[src/rtl/vedic_pkg.sv]
// Shared constants and types for the Vedic multiplier family.
// The 2-bit leaf cell and the wider 4/8/16-bit stages all size their
// operands and products from here.
package vedic_pkg;

  localparam int VEDIC_OP_W   = 2;
  localparam int VEDIC_PROD_W = 4;

  typedef logic [VEDIC_OP_W-1:0]   vedic_op_t;
  typedef logic [VEDIC_PROD_W-1:0] vedic_prod_t;

endpackage : vedic_pkg

[src/rtl/vedic_half_adder.sv]
// Single-bit half adder used to combine the crosswise partial products.
// The wider Vedic stages reuse this same cell.
module vedic_half_adder (
  input  logic x,
  input  logic y,
  output logic s,
  output logic co
);

  assign s  = x ^ y;
  assign co = x & y;

endmodule : vedic_half_adder

[src/rtl/vedic_2bit.sv]
// 2x2-bit unsigned Urdhva-Tiryagbhyam multiplier with one register stage.
// Four AND partial products feed two half adders; the 4-bit product and a
// valid strobe are registered on the sampling edge (latency 1, one result
// per cycle, no backpressure).
// Optional build macro VEDIC_CHECK_EN adds output err, which flags any
// disagreement between the structural product and a behavioural multiply.
module vedic_2bit
  import vedic_pkg::*;
(
  input  logic                    clk,
  input  logic                    rst,
  input  logic                    in_valid,
  input  logic [VEDIC_OP_W-1:0]   a,
  input  logic [VEDIC_OP_W-1:0]   b,
  output logic                    out_valid,
  output logic [VEDIC_PROD_W-1:0] c
`ifdef VEDIC_CHECK_EN
  ,
  output logic                    err
`endif
);

  // Vertical and crosswise partial products.
  logic w_q0, w_q1, w_q2, w_q3;
  // Half-adder outputs and assembled product bits.
  logic w_p0, w_p1, w_p2, w_p3, w_k;
  vedic_prod_t w_prod;

  assign w_q0 = a[0] & b[0];
  assign w_q1 = a[1] & b[0];
  assign w_q2 = a[0] & b[1];
  assign w_q3 = a[1] & b[1];

  // Bit 0 is the rightmost vertical product with nothing to add.
  assign w_p0 = w_q0;

  // HA1: the two crosswise products form bit 1 and a carry into bit 2.
  vedic_half_adder u_ha1 (
    .x  (w_q1),
    .y  (w_q2),
    .s  (w_p1),
    .co (w_k)
  );

  // HA2: the leftmost vertical product absorbs the crosswise carry.
  vedic_half_adder u_ha2 (
    .x  (w_q3),
    .y  (w_k),
    .s  (w_p2),
    .co (w_p3)
  );

  assign w_prod = {w_p3, w_p2, w_p1, w_p0};

  // Product register: capture on in_valid, hold otherwise; valid is a
  // one-cycle strobe per accepted operand pair.
  always_ff @(posedge clk) begin
    // NOTE: sequential state uses non-blocking (<=) so every register sees
    // the pre-edge values of its inputs, independent of statement order.
    if (rst) begin
      c         <= '0;
      out_valid <= 1'b0;
    end else begin
      out_valid <= in_valid;
      if (in_valid) begin
        c <= w_prod;
      end
    end
  end

`ifdef VEDIC_CHECK_EN
  // Behavioural reference, widened so the multiply keeps all four bits.
  vedic_prod_t w_ref;
  assign w_ref = vedic_prod_t'(a) * vedic_prod_t'(b);

  // Self-check flag, aligned with out_valid; cleared whenever no sample is taken.
  always_ff @(posedge clk) begin
    if (rst) begin
      err <= 1'b0;
    end else if (in_valid) begin
      err <= (w_prod != w_ref);
    end else begin
      err <= 1'b0;
    end
  end
`endif

endmodule : vedic_2bit

[config.mk]
export PLATFORM = sky130hd
export DESIGN_NAME = vedic_2bit
export DESIGN_NICKNAME = d
export VERILOG_FILES = /design/src/rtl/vedic_pkg.sv /design/src/rtl/vedic_half_adder.sv /design/src/rtl/vedic_2bit.sv
export SDC_FILE = /design/constraint.sdc
export NUM_CORES = 1
export LEC_CHECK = 0
export CAP_MARGIN = 10
export CORE_AREA = 2 2 39 41
export CTS_BUF_LIST = sky130_fd_sc_hd__clkbuf_16
export CTS_CLUSTER_DIAMETER = 80
export DETAILED_ROUTE_END_ITERATION = 6
export DIE_AREA = 0 0 41 43
export GPL_TIMING_DRIVEN = 0
export SKIP_CTS_REPAIR_TIMING = 1
export SYNTH_ARGS = -nofsm -noshare
export SYNTH_HDL_FRONTEND = slang
export SYNTH_SLANG_ARGS = --single-unit
[constraint.sdc]
create_clock -name clk -period 1.2 [get_ports clk]
set_clock_uncertainty 0.15 [all_clocks]
set_input_delay 0.18 -clock clk [delete_from_list [all_inputs] [get_ports clk]]
set_output_delay 0.18 -clock clk [all_outputs]
set_load 0.01 [all_outputs]
# Word-level counts from Yosys, hierarchy flattened
# Index checks and enable logic that the tools add are counted.
[op_classes]
n_bitwise = 8
[ops]
columns = ["op", "count"]
rows = [
  ["$and 1x1->1", 6],
  ["$xor 1x1->1", 2],
]
[totals]
regBits = 5
inputBits = 7
output_inout_bits = 5
word_cells = 10

# Depth between registers and ports, before layout
[logic_depth]
word_depth = 3
depth_mapped = 5
mapped_depth_nobuf = 5

# Hierarchy
# Synthesis repeated with hierarchy kept, for this count alone.
[unflattened]
hier_cells = 21
hier_area_um2 = 230.2
[by_module_without_submodules]
columns = ["mod", "n_inst", "cells_each", "area_per_inst_um2", "seq_area_each_um2"]
rows = [
  ["vedic_2bit", 1, 19, 205.2, 100.1],
  ["vedic_half_adder", 2, 1, 12.5, 0.0],
]

# Worst setup path after synthesis
# Ideal clock, no wire load.
[synth_timing]
kind = "input to register"
startpoint = "input b[0]"
endpoint = "register c[2]"
setup_ps = 114
arrival_ps = 922
required_ps = 936
path_slack_ps = 14
path_stages = 5
path_buffers = 0
cell_sequence = "and2_1 > ha_1 > ha_1 > mux2i_1 > nor2_1"
[synth_between]
elab_chain_cells = 3
[synth_rtl]
columns = ["item", "line", "source"]
rows = [
  ["start, declared", "vedic_2bit.sv:14", "input logic [VEDIC_OP_W-1:0] b,"],
  ["$and 1x1->1", "vedic_2bit.sv:30", "assign w_q1 = a[1] & b[0];"],
  ["$and 1x1->1", "vedic_half_adder.sv:11", "assign co = x & y;"],
  ["$xor 1x1->1", "vedic_half_adder.sv:10", "assign s = x ^ y;"],
  ["via u_ha2.s", "vedic_half_adder.sv:6", "output logic s,"],
  ["end signal, assigned", "vedic_2bit.sv:66", "c <= w_prod;"],
  ["end, declared", "vedic_2bit.sv:16", "output logic [VEDIC_PROD_W-1:0] c"],
]
# The timed path passes the listed nets, and every way through them passes these cells.
# A chain may end at the register's enable or synchronous reset.

# Worst setup path after layout
[layout_timing]
startpoint = "input a[1]"
endpoint = "register c[2]"
[layout_between]
elab_chain_cells = 3
elab_cells_between_ends = 4
classes_between = "bitwise (4)"
[layout_rtl]
columns = ["item", "line", "source"]
rows = [
  ["start, declared", "vedic_2bit.sv:13", "input logic [VEDIC_OP_W-1:0] a,"],
  ["$and 1x1->1", "vedic_2bit.sv:30", ""],
  ["$and 1x1->1", "vedic_half_adder.sv:11", ""],
  ["$xor 1x1->1 *", "vedic_half_adder.sv:10", ""],
  ["via u_ha2.s", "vedic_half_adder.sv:6", ""],
]
# Mark *: on every way through the listed nets, which the timed path passes. The rest lies on a longest branch.

==> impl_metrics.yaml <==
outcome:
  status: "complete, no violations"
setup_path:
  slowest_stage: "ha_1"
  cpLargestDelayFamily: "adder cells"
  worstPathCellList: "dlymetal6s2s_1 > and2_1 > ha_2 > ha_1 > mux2i_1 > nor2_1"
  crit_path_max_fanout: 2
  crit_type: "in -> reg"
  cp.buffers_inverters: 1
  critPathArrivalTime_ns: 1.10
  slowest_delay_ns: 0.27
  endpoint_kind: "flip-flop"
  crit_required_ns: 1.16
  cp-start-kind: "input pin"
logic_synthesis:
  synthSimpleGateAreaFrac_pct: 23.9
  synth-seq-area-share_pct: 43.5
  synth_nets: 30
  async_flop_share_pct: 0
  synth_cells: 21
  ys_top_cells_by_count: "5 x dfxtp_1, 3 x and2_1, 3 x mux2i_1, 3 x nor2_1, 2 x ha_1"
  yosys.cell_types.count: 10
  yosys.area_share.xor_xnor_pct: 0
  synth_fa_ha_area_share_pct: 10.9
  syn_area_um2: 230
  synth_edf_count: 0
  synth_area_leaders: "dfxtp_1 43%, mux2i_1 13%, ha_1 11%, and2_1 8.2%, nand2b_4 6.0%"
  synth-seq-cells: 5
  synthMuxAreaShare_pct: 13.0
  avgSynthCellArea_um2: 11.0
  synth_top_area_cell: "dfxtp_1"
  synth_top_area_share_pct: 43.5
  yosysMostFrequentCell: "dfxtp_1"
  synth_flop_cell: "dfxtp_1"
  synth_compound_area_share_pct: 3.80
  yosysWarnings: 0
  synth_top_family_by_area: "simple AND/OR/NAND/NOR gates"
timing:
  final_hold_viol_count: 0
  max_freq_ghz: 0.879
  tightest_slew_ns: 0.197
  post-route-min-period_ns: 1.14
  fin_crit_sh_pct: 94.8
  fin_tns_setup_ns: 0
  slew_headroom_pct: 86.8
  setup_violations: 0
  rsz0062_at_grt: "no"
  finalMaxSlewViolations: 0
clocking:
  cts.sinks: 5
  root_buffer: "clkbuf_16"
  cts_buffers: 3
  path_clk_slew_ns: 0.03
  htreeDepth: 1
  clock_latency_ns: 0.22
  clk_path_buf_depth: 2
  cts_tree: "done"
route:
  drt_wl_total_um: 470
  wl_per_cell_um: 9.22
  first_iter_violations: 8
  first_pass_iters: 2
  drc: 0
  avgViaCountPerCell: 3.69
  antenna_left: 0
  num_vias: 188
grt:
  gr-total-overflow: 0
  grt_max_degree: 7
  grt_usage_pct: 7.04
  grt_pass1_wl_um: 710
  grt_antenna_before_repair: 0
  grt_pass1_vias: 176
die:
  start_util_pct: 16.6
  die_w_um: 41
  rows: 14
  core_um2: 1380
  die_height_um: 43
  dieArea_um2: 1760
  ioPinCount: 12
pwr:
  power_density_nw_per_um2: 1700
  ir_drop_mv: 1.08
  leakagePower_uw: 0.000305
final_layout:
  nNetsFinal: 45
  drive_above_1_share_pct: 20.0
  multi_input_area_um2: 121
  final_area_um2: 454
  fillers: 143
  num_antenna_cells: 0
  syn_to_final_growth_pct: 97.3
  regArea_um2: 100
placement:
  place_hpwl_um: 330
  port-buffer-count: 10
  globalplace.congestion: 0.682
  placedInstanceArea_um2: 350
job:
  maxCapViolations: 0
min_path:
  min_path_type: "in -> reg"
==> worst reg2reg max path, cell delays in order (launching register included) <==
cell and delay [ns]:
dfxtp_1 0.30, mux2i_1 0.12, nor2_1 0.05
==> area by class of cell <==
| type | instances | share of cell area, % |
|---|---|---|
| clock buffers | 3 | 16.5 |
| plain buffers | 1 | 2.48 |
| multi-input cells | 15 | 26.7 |
| repair buffers | 10 | 27.0 |
| clock inverters | 1 | 0.826 |
| well taps | 16 | 4.41 |
| flip-flops and latches | 5 | 22.0 |
==> per-layer routing <==
metal | vias to the layer above | global-route usage, % | wire, µm | part of all wire (%)
met1 | 83 | 6.77 | 194 | 41
li1 | 97 | - | - | -
met5 | - | 0 | 0 | 0
met2 | 8 | 8.75 | 224 | 48
met3 | 0 | 9.42 | 51 | 11
met4 | 0 | 2.00 | 0 | 0
==> per-stage QoR <==
step | utilization [%] | hold WS [ns] | cells | worst slack [ns] | total power, µW
floorplan | - | 0.0924 | 21 | 0.0139 | 209
global placement | 25.3 | 0.283 | 47 | -0.481 | 245
detailed placement | 25.3 | 0.292 | 47 | -0.476 | 245
CTS | 31.0 | 0.0588 | 51 | -0.274 | 789
global route | 32.8 | 0.0637 | 51 | 0.0184 | 807
finish | 32.8 | 0.0576 | 51 | 0.0625 | 773
==> power breakdown <==
group	switching [µW]	total, µW	internal, µW
logic	22.5	61.2	38.7
registers	3.39	178	175
clock network	103	534	431
==> cells in the final DEF, fill, tap and decap left out, types with 3 or more instances in the layout <==
master and instances:
dlymetal6s2s_1 9, mux2i_1 3, dfxtp_1 5, and2_1 3, clkbuf_16 3, nor2_1 3
==> flip-flops by register name (all words and copies together), names as in the netlist <==
name,count
c,4
out_valid,1
==> cells by family (layout without fill, tap and decap cells) <==
kind of cell | Yosys count | in the layout
flops | 5 | 5
mux | 3 | 3
compound gates | 1 | 1
simple gates | 9 | 9
fa+ha+maj | 2 | 2
buf+inv | 1 | 15
==> worst paths after layout <==
| kind | from | endpoint | slack (ns) | cells after the start |
|---|---|---|---|---|
| max | a[1] | c[2] | 0.06 | 6 |
| min | in_valid | out_valid | 0.06 | 2 |
| max reg2reg | c[3] | c[3] | 0.47 | 2 |
| min reg2reg | c[0] | c[0] | 0.32 | 2 |
No activity file was read; power rests on OpenSTA's default activity.
